===== src/rtl/regfile_scoreboard_if.sv =====
// Bundles the write-back, operand-read and issue-handshake signals of regfile_scoreboard.
// master = decode/execute side, slave = register file.
interface regfile_scoreboard_if #(
    parameter int XLEN = 32
);
    logic            i_wb_rd_wvalid;
    logic [4:0]      i_wb_rd_waddr;
    logic [XLEN-1:0] i_wb_rd_wdata;
    logic [4:0]      i_rs1_raddr;
    logic [4:0]      i_rs2_raddr;
    logic [XLEN-1:0] o_rs1_rdata;
    logic [XLEN-1:0] o_rs2_rdata;
    logic            i_issue_valid;
    logic            i_issue_rs1_en;
    logic            i_issue_rs2_en;
    logic            i_issue_rd_en;
    logic [4:0]      i_issue_rd;
    logic            o_issue_ready;
    logic [5:0]      o_inflight;
    logic            o_wb_err;

    modport master (
        output i_wb_rd_wvalid, i_wb_rd_waddr, i_wb_rd_wdata,
        output i_rs1_raddr, i_rs2_raddr,
        output i_issue_valid, i_issue_rs1_en, i_issue_rs2_en, i_issue_rd_en, i_issue_rd,
        input  o_rs1_rdata, o_rs2_rdata, o_issue_ready, o_inflight, o_wb_err
    );

    modport slave (
        input  i_wb_rd_wvalid, i_wb_rd_waddr, i_wb_rd_wdata,
        input  i_rs1_raddr, i_rs2_raddr,
        input  i_issue_valid, i_issue_rs1_en, i_issue_rs2_en, i_issue_rd_en, i_issue_rd,
        output o_rs1_rdata, o_rs2_rdata, o_issue_ready, o_inflight, o_wb_err
    );
endinterface


===== src/rtl/regfile_scoreboard.sv =====
// rv32i architectural register file (x1-x31) with a per-register busy scoreboard for issue hazards.
// Define REGFILE_BYPASS_EN to forward same-cycle write-back data and clears to reads and issue.
module regfile_scoreboard #(
    parameter int XLEN = 32
) (
    input  logic                 clk,
    input  logic                 rst,
    regfile_scoreboard_if.slave  bus
);

    logic [XLEN-1:0] regs [1:31];
    logic [31:1]     busy;
    logic [31:1]     clear_vec;
    logic [31:1]     set_vec;
    logic [31:0]     busy_full;
    logic [31:0]     busy_eff;
    logic [5:0]      inflight;
    logic            wb_err;
    logic            wb_hit;
    logic            set_hit;
    logic            set_real;
    logic            clr_real;
    logic            issue_ready;
    logic            issue_fire;

    function automatic logic [XLEN-1:0] read_port(input logic [4:0] addr);
        logic [XLEN-1:0] value;
        if (addr == 5'd0) begin
            value = '0;
        end else begin
            value = regs[addr];
`ifdef REGFILE_BYPASS_EN
            if (wb_hit && (bus.i_wb_rd_waddr == addr)) begin
                value = bus.i_wb_rd_wdata;
            end
`endif
        end
        return value;
    endfunction

    always_comb begin
        wb_hit    = bus.i_wb_rd_wvalid && (bus.i_wb_rd_waddr != 5'd0);
        clear_vec = '0;
        if (wb_hit) begin
            clear_vec[bus.i_wb_rd_waddr] = 1'b1;
        end
        busy_full = {busy, 1'b0};
`ifdef REGFILE_BYPASS_EN
        busy_eff  = {busy & ~clear_vec, 1'b0};
`else
        busy_eff  = busy_full;
`endif
        issue_ready = !(bus.i_issue_rs1_en && busy_eff[bus.i_rs1_raddr])
                   && !(bus.i_issue_rs2_en && busy_eff[bus.i_rs2_raddr])
                   && !(bus.i_issue_rd_en  && busy_eff[bus.i_issue_rd]);
        issue_fire = bus.i_issue_valid && issue_ready;
        set_hit    = issue_fire && bus.i_issue_rd_en && (bus.i_issue_rd != 5'd0);
        set_vec    = '0;
        if (set_hit) begin
            set_vec[bus.i_issue_rd] = 1'b1;
        end
        // Count only real popcount changes: a set on an already-busy register or a
        // clear that the same-edge set overrides leaves the count untouched.
        set_real = set_hit && !busy_full[bus.i_issue_rd];
        clr_real = wb_hit && busy_full[bus.i_wb_rd_waddr]
                && !(set_hit && (bus.i_issue_rd == bus.i_wb_rd_waddr));
    end

    always_ff @(posedge clk or posedge rst) begin
        if (rst) begin
            for (int i = 1; i < 32; i++) begin
                regs[i] <= '0;
            end
        end else if (wb_hit) begin
            regs[bus.i_wb_rd_waddr] <= bus.i_wb_rd_wdata;
        end
    end

    // Set has priority over clear so a same-edge reissue keeps the register busy.
    always_ff @(posedge clk or posedge rst) begin
        if (rst) begin
            busy     <= '0;
            inflight <= '0;
            wb_err   <= 1'b0;
        end else begin
            busy   <= (busy & ~clear_vec) | set_vec;
            wb_err <= wb_hit && !busy_full[bus.i_wb_rd_waddr];
            case ({set_real, clr_real})
                2'b10:   inflight <= inflight + 6'd1;
                2'b01:   inflight <= inflight - 6'd1;
                default: inflight <= inflight;
            endcase
        end
    end

    assign bus.o_rs1_rdata   = read_port(bus.i_rs1_raddr);
    assign bus.o_rs2_rdata   = read_port(bus.i_rs2_raddr);
    assign bus.o_issue_ready = issue_ready;
    assign bus.o_inflight    = inflight;
    assign bus.o_wb_err      = wb_err;

endmodule


===== src/flat_wrapper.sv =====
// flat-port wrapper written by rule: the top's interface ports become plain ports
module regfile_scoreboard_flat 
#(
    parameter int XLEN = 32
)
  (clk, rst, bus_i_wb_rd_wvalid, bus_i_wb_rd_waddr, bus_i_wb_rd_wdata, bus_i_rs1_raddr, bus_i_rs2_raddr, bus_i_issue_valid, bus_i_issue_rs1_en, bus_i_issue_rs2_en, bus_i_issue_rd_en, bus_i_issue_rd, bus_o_rs1_rdata, bus_o_rs2_rdata, bus_o_issue_ready, bus_o_inflight, bus_o_wb_err);
  regfile_scoreboard_if #(.XLEN(XLEN)) bus_i ();
  input  logic clk;
  input  logic rst;
  input wire logic [$bits(bus_i.i_wb_rd_wvalid)-1:0] bus_i_wb_rd_wvalid;
  input wire logic [$bits(bus_i.i_wb_rd_waddr)-1:0] bus_i_wb_rd_waddr;
  input wire logic [$bits(bus_i.i_wb_rd_wdata)-1:0] bus_i_wb_rd_wdata;
  input wire logic [$bits(bus_i.i_rs1_raddr)-1:0] bus_i_rs1_raddr;
  input wire logic [$bits(bus_i.i_rs2_raddr)-1:0] bus_i_rs2_raddr;
  input wire logic [$bits(bus_i.i_issue_valid)-1:0] bus_i_issue_valid;
  input wire logic [$bits(bus_i.i_issue_rs1_en)-1:0] bus_i_issue_rs1_en;
  input wire logic [$bits(bus_i.i_issue_rs2_en)-1:0] bus_i_issue_rs2_en;
  input wire logic [$bits(bus_i.i_issue_rd_en)-1:0] bus_i_issue_rd_en;
  input wire logic [$bits(bus_i.i_issue_rd)-1:0] bus_i_issue_rd;
  output wire logic [$bits(bus_i.o_rs1_rdata)-1:0] bus_o_rs1_rdata;
  output wire logic [$bits(bus_i.o_rs2_rdata)-1:0] bus_o_rs2_rdata;
  output wire logic [$bits(bus_i.o_issue_ready)-1:0] bus_o_issue_ready;
  output wire logic [$bits(bus_i.o_inflight)-1:0] bus_o_inflight;
  output wire logic [$bits(bus_i.o_wb_err)-1:0] bus_o_wb_err;
  assign bus_i.i_wb_rd_wvalid = bus_i_wb_rd_wvalid;
  assign bus_i.i_wb_rd_waddr = bus_i_wb_rd_waddr;
  assign bus_i.i_wb_rd_wdata = bus_i_wb_rd_wdata;
  assign bus_i.i_rs1_raddr = bus_i_rs1_raddr;
  assign bus_i.i_rs2_raddr = bus_i_rs2_raddr;
  assign bus_i.i_issue_valid = bus_i_issue_valid;
  assign bus_i.i_issue_rs1_en = bus_i_issue_rs1_en;
  assign bus_i.i_issue_rs2_en = bus_i_issue_rs2_en;
  assign bus_i.i_issue_rd_en = bus_i_issue_rd_en;
  assign bus_i.i_issue_rd = bus_i_issue_rd;
  assign bus_o_rs1_rdata = bus_i.o_rs1_rdata;
  assign bus_o_rs2_rdata = bus_i.o_rs2_rdata;
  assign bus_o_issue_ready = bus_i.o_issue_ready;
  assign bus_o_inflight = bus_i.o_inflight;
  assign bus_o_wb_err = bus_i.o_wb_err;
  regfile_scoreboard #(.XLEN(XLEN)) u_core (.clk(clk), .rst(rst), .bus(bus_i));
endmodule

===== config.mk =====
export PLATFORM = sky130hd
export DESIGN_NAME = regfile_scoreboard_flat
export DESIGN_NICKNAME = d
export VERILOG_FILES = /design/src/rtl/regfile_scoreboard_if.sv /design/src/rtl/regfile_scoreboard.sv /design/src/flat_wrapper.sv
export SDC_FILE = /design/constraint.sdc
export NUM_CORES = 2
export LEC_CHECK = 0
export BUFFER_PORTS_ARGS = -buffer_cell sky130_fd_sc_hd__buf_2
export CAP_MARGIN = 20
export CORE_MARGIN = 5
export CORE_UTILIZATION = 54
export DETAILED_ROUTE_END_ITERATION = 8
export PLACE_DENSITY_LB_ADDON = 0.2
export SLEW_MARGIN = 0
export SYNTH_ARGS = -nofsm -noshare
export SYNTH_HDL_FRONTEND = slang
export SYNTH_SLANG_ARGS = --single-unit

===== constraint.sdc =====
create_clock -name clk -period 46.2 [get_ports clk]
set_input_delay 11.55 -clock clk [delete_from_list [all_inputs] [get_ports clk]]
set_output_delay 11.55 -clock clk [all_outputs]
set_load 0.02 [all_outputs]

# Word level (Yosys, flattened, before mapping)
# Index checks and enable logic that the tools add are counted.
[word_totals] register_bits=1030 latch_bits=0 mem_bits_rw=0 rom_bits=0 input_bits=59 word_cells=109 n_memories=0
[op_classes] addsub=2 mul=0 div_mod_pow=0 n_lt_le_gt_ge=10 n_eq_ne=3 shifts=0 mux=26 n_bitwise=6 reduce_logical=28
[op_table] cell="992-bit bitwise mux" count=1
[op_table] cell="32-bit binary-select mux with 5-bit select" count=2
[op_table] cell="32-bit 2-to-1 mux" count=7
[op_table] cell="32-bit demux with 5-bit select" count=1
[op_table] cell="31-bit 2-to-1 mux" count=2
[op_table] cell="31-bit bitwise AND" count=1
[op_table] cell="31-bit inverter" count=1
[op_table] cell="31-bit bitwise OR" count=1
[op_table] cell="5-bit by 6-bit < comparator with 1-bit output, second input constant" count=4
[op_table] cell="1-bit binary-select mux with 5-bit select" count=4
[op_table] cell="6-bit >= comparator, second input constant" count=3
[op_table] cell="5-bit inverter with 6-bit output" count=3
[op_table] cell="1-bit logical AND" count=17
[op_table] cell="6-bit one-hot mux with 2 select lines" count=1
[op_table] cell="1-bit demux with 5-bit select" count=2
[op_table] cell="5-bit by 1-bit >= comparator with 1-bit output, second input constant" count=2
[op_table] cell="5-bit zero test" count=2
[op_table] cell="5-bit nonzero test" count=2
[op_table] cell="6-bit by 1-bit adder with 6-bit output, second input constant" count=1
[op_table] cell="1-bit zero test" count=6
[op_table] cell="6-bit by 1-bit < comparator with 1-bit output, second input constant" count=1
[op_table] cell="1-bit 2-to-1 mux" count=6
[op_table] cell="6-bit by 1-bit subtractor with 6-bit output, second input constant" count=1
[op_table] cell="5-bit equality test" count=1
[op_table] cell="3 further kinds" count=3

# Depth between registers and ports, before layout
[depth] word_depth=14 ltp_mapped=18 mapped_depth_nobuf=16

# Least setup slack after synthesis
# No wires, ideal clock.
[synth_path] path_type="input to output" startpoint="input port bus_i_rs2_raddr[0]" endpoint="output port bus_o_rs2_rdata[0]" t_arrival_ns=13.924 required_ns=34.650 slack_ns=20.726 path_stages=7 cell_sequence="buf_6 > buf_6 > clkbuf_1 > buf_1 > mux4_2 > mux4_2 > mux2_2"
[synth_via] elab_chain_len=5 word_cells_on_any_way=6 classes_between="mux: 4; bitwise: 1; reduce/logical: 1"
[synth_rtl] item="start, declared" line="flat_wrapper.sv:14" source="input wire logic [$bits(bus_i.i_rs2_raddr)-1:0] bus_i_rs2_raddr;"
[synth_rtl] item="5-bit inverter with 6-bit output (implied by the code)" line="regfile_scoreboard.sv:31" source="value = regs[addr];"
[synth_rtl] item="32-bit binary-select mux with 5-bit select" line="regfile_scoreboard.sv:31"
[synth_rtl] item="32-bit 2-to-1 mux (implied by the code) (2 in series)" line="regfile_scoreboard.sv:31"
[synth_rtl] item="32-bit 2-to-1 mux *" line="regfile_scoreboard.sv:28" source="if (addr == 5'd0) begin"
[synth_rtl] item="end, declared" line="flat_wrapper.sv:21" source="output wire logic [$bits(bus_i.o_rs2_rdata)-1:0] bus_o_rs2_rdata;"
# Mark *: on every way between the ends. The rest lies on a longest branch, timed or not. The select of a mux whose other input is x is not followed.

# Worst setup path in the final report
[layout_path] startpoint="input port bus_i_rs1_raddr[0]" endpoint="output port bus_o_rs1_rdata[21]"
[layout_via] elab_chain_len=5 word_cells_on_any_way=6 classes_between="mux: 4; bitwise: 1; reduce/logical: 1"
[layout_rtl] item="start, declared" line="flat_wrapper.sv:13" source="input wire logic [$bits(bus_i.i_rs1_raddr)-1:0] bus_i_rs1_raddr;"
[layout_rtl] item="5-bit inverter with 6-bit output (implied by the code)" line="regfile_scoreboard.sv:31"
[layout_rtl] item="32-bit binary-select mux with 5-bit select" line="regfile_scoreboard.sv:31"
[layout_rtl] item="32-bit 2-to-1 mux (implied by the code) (2 in series)" line="regfile_scoreboard.sv:31"
[layout_rtl] item="32-bit 2-to-1 mux *" line="regfile_scoreboard.sv:28"
[layout_rtl] item="end, declared" line="flat_wrapper.sv:20" source="output wire logic [$bits(bus_i.o_rs1_rdata)-1:0] bus_o_rs1_rdata;"
# Marked as above.

==> results.yml <==
power_and_ir_drop:
  ir_drop_mv: 0.03313
  power_mw: 2.732
  leakagePower_nw: 26.28
  power_density_nw_per_um2: 44.72
clock_network:
  numCtsBuffers: 111
  cts_max_level: 3
  clock_sinks: 1030
  cts-root-buf: "clkbuf_16"
  cts_tree: "built"
  postCtsResizedCells: 0
  clockBufferDepth: 3
  clock_latency_ns: 0.71
  post_cts_buffers: 0
  clk_pin_slew_ns: 0.06
  cts_hold_buffers: 0
floorplanning:
  die_w_um: 330.6
  dieArea_um2: 109300
  ios: 131
  core_area_um2: 101900
  start_util_pct: 54.49
  fp.dieH_um: 330.6
  rows: 117
synthesis:
  ys_types: 48
  ys_seq_elements: 1030
  syn_nets: 3519
  synth_edf_count: 0
  synth_area_per_cell_um2: 16.07
  async_flop_share_pct: 100.0
  synth_flop_cell: "dfrtp_1"
  yosys_warnings: 0
  syn_inst: 3454
  ys_seq_area_share_pct: 46.43
  synth_area_um2: 55520
drt:
  drtIter0Drc: 3451
  drtAntennaViolNets: 0
  viasPerCell: 7.002
  drtPass1Iterations: 6
  drc: 0
  vias: 33937
  wl_per_cell_um: 33.09
  drt-total-wl_mm: 160.4
timing:
  fin_crit_sh_pct: 59.09
  setup_viol: 0
  relSlewSlack_pct: 28.10
  finalWorstSetupSlack_ns: 18.90
  period_needed_ns: 27.30
  rsz0062_at_grt: "false"
  tns_ns: 0
  max_freq_ghz: 0.03663
  hold_violations: 0
  fin_skew_ns: 0.01624
  drv_slew: 0
  worstMarginPinSlew_ns: 1.079
  hold_ws_ns: 0.4810
cells_and_area:
  multi_input_area_um2: 28470
  seqCellArea_um2: 25770
  drive_gt1_share_pct: 61.57
  area_growth_pct: 10.05
  final_common_cell: "mux2_2"
  fin_nets: 3456
  fillers: 7584
  final_cell_mix: "1126 x mux2_2, 1030 x dfrtp_1, 599 x mux4_2"
run:
  maxCapViolCount: 0
worst_setup_path:
  startpoint_type: "primary input"
  worstSetupEndpointType: "output port"
  setup.worst_path.class: "in -> out"
  path_max_fanout: 75
  critPathRequiredTime_ns: 34.65
  arrival_ns: 15.75
placement:
  dp_hpwl_mm: 84.03
  portBuffers: 130
  globalplace.congestion: 0.8286
  pre_cts_slack_ns: 18.80
global_routing:
  grt_usage_pct: 29.89
  antenna_found_initial: 4
  grt_max_degree: 120
  grt_pass1_vias: 36155
  grt_pass1_wl_mm: 242.4
  grt_overflow: 0
worst_hold_path:
  hold_class: "reg -> reg"
outcome:
  outcome: "finished clean"
layout make-up:
type / instances / area share (%)
Multi-Input combinational cell: 2042 / 46.60
Sequential cell: 1030 / 42.19
Clock buffer: 163 / 5.292
Tap cell: 1368 / 2.802
Timing Repair Buffer: 202 / 2.240
Clock inverter: 35 / 0.8335
Inverter: 4 / 0.03686
Antenna cell: 3 / 0.01229
metal layers:
layer,global-route usage (%),vias up,routed length (um)
li1,-,13453,-
met4,10.27,4,5908
met1,42.88,18621,66230
met3,6.134,341,12670
met2,46.38,1518,75540
met5,0,-,23
cell usage after synthesis, drive strengths merged, types with 6 or more instances:
cell type / count / area (um2)
mux2: 1126 / 12680
dfrtp: 1030 / 25770
mux4: 599 / 13490
clkbuf: 286 / 1074
buf: 92 / 381.6
a22o: 68 / 595.6
nand2: 50 / 187.7
o21ai: 38 / 193.9
nor2: 24 / 90.09
or4: 20 / 150.1
mux2i: 13 / 130.1
nand3b: 11 / 82.58
o31ai: 11 / 82.58
nand3: 10 / 55.05
a21oi: 8 / 40.04
nor2b: 7 / 43.79
nor3: 6 / 30.03
power by group:
group	leakage, nW	total (mW)	internal [mW]	switching (mW)
logic	11.2	0.598	0.365	0.233
registers	13.2	1.22	1.08	0.137
clock network	1.85	0.918	0.544	0.374
registers in the layout, summed over array words and instances, names as in the netlist:
| register | cells |
|---|---|
| u_core.bus.o_wb_err | 1 |
| u_core.bus.o_inflight | 6 |
| u_core.busy | 31 |
| u_core.regs | 992 |
worst max-delay path: stages:
cell	delay, ns
buf_8	0.61
buf_4	0.92
buf_4	0.86
mux4_2	0.60
mux4_2	0.49
mux2_2	0.32
buf_2	0.17
stage by stage:
step,std cells,utilization [%],instance area (um2)
floorplan,3454,-,55520
global placement,4640,56.12,57180
detailed placement,4640,56.12,57180
CTS,4838,59.79,60920
global route,4844,59.96,61090
finish,4847,59.96,61100
cell families after synthesis:
| group | synth area share (%) |
|---|---|
| AND/OR/NAND/NOR | 1.442 |
| adder cells (fa/ha/maj) | 0.1487 |
| AO/OA/AOI/OAI | 1.866 |
| buffers and inverters | 2.648 |
| flip-flops | 46.43 |
| XOR/XNOR | 0.09467 |
| multiplexers | 47.37 |
path summary, 6_finish.rpt:
kind                                             to                startpoint  cells after the start  slack, ns
setup / recovery                bus_o_rs1_rdata[21]        bus_i_rs1_raddr[0]                      7      18.90
hold / removal             u_core.bus.o_inflight[5]  u_core.bus.o_inflight[5]                      1       0.48
setup reg to reg           u_core.bus.o_inflight[5]            u_core.busy[7]                     16      41.82
hold reg to reg            u_core.bus.o_inflight[5]  u_core.bus.o_inflight[5]                      1       0.48
max in group asynchronous          u_core.regs[505]                       rst                      7      31.48
min in group asynchronous          u_core.regs[425]                       rst                      2      10.97
(Power assumes the default switching activity.)
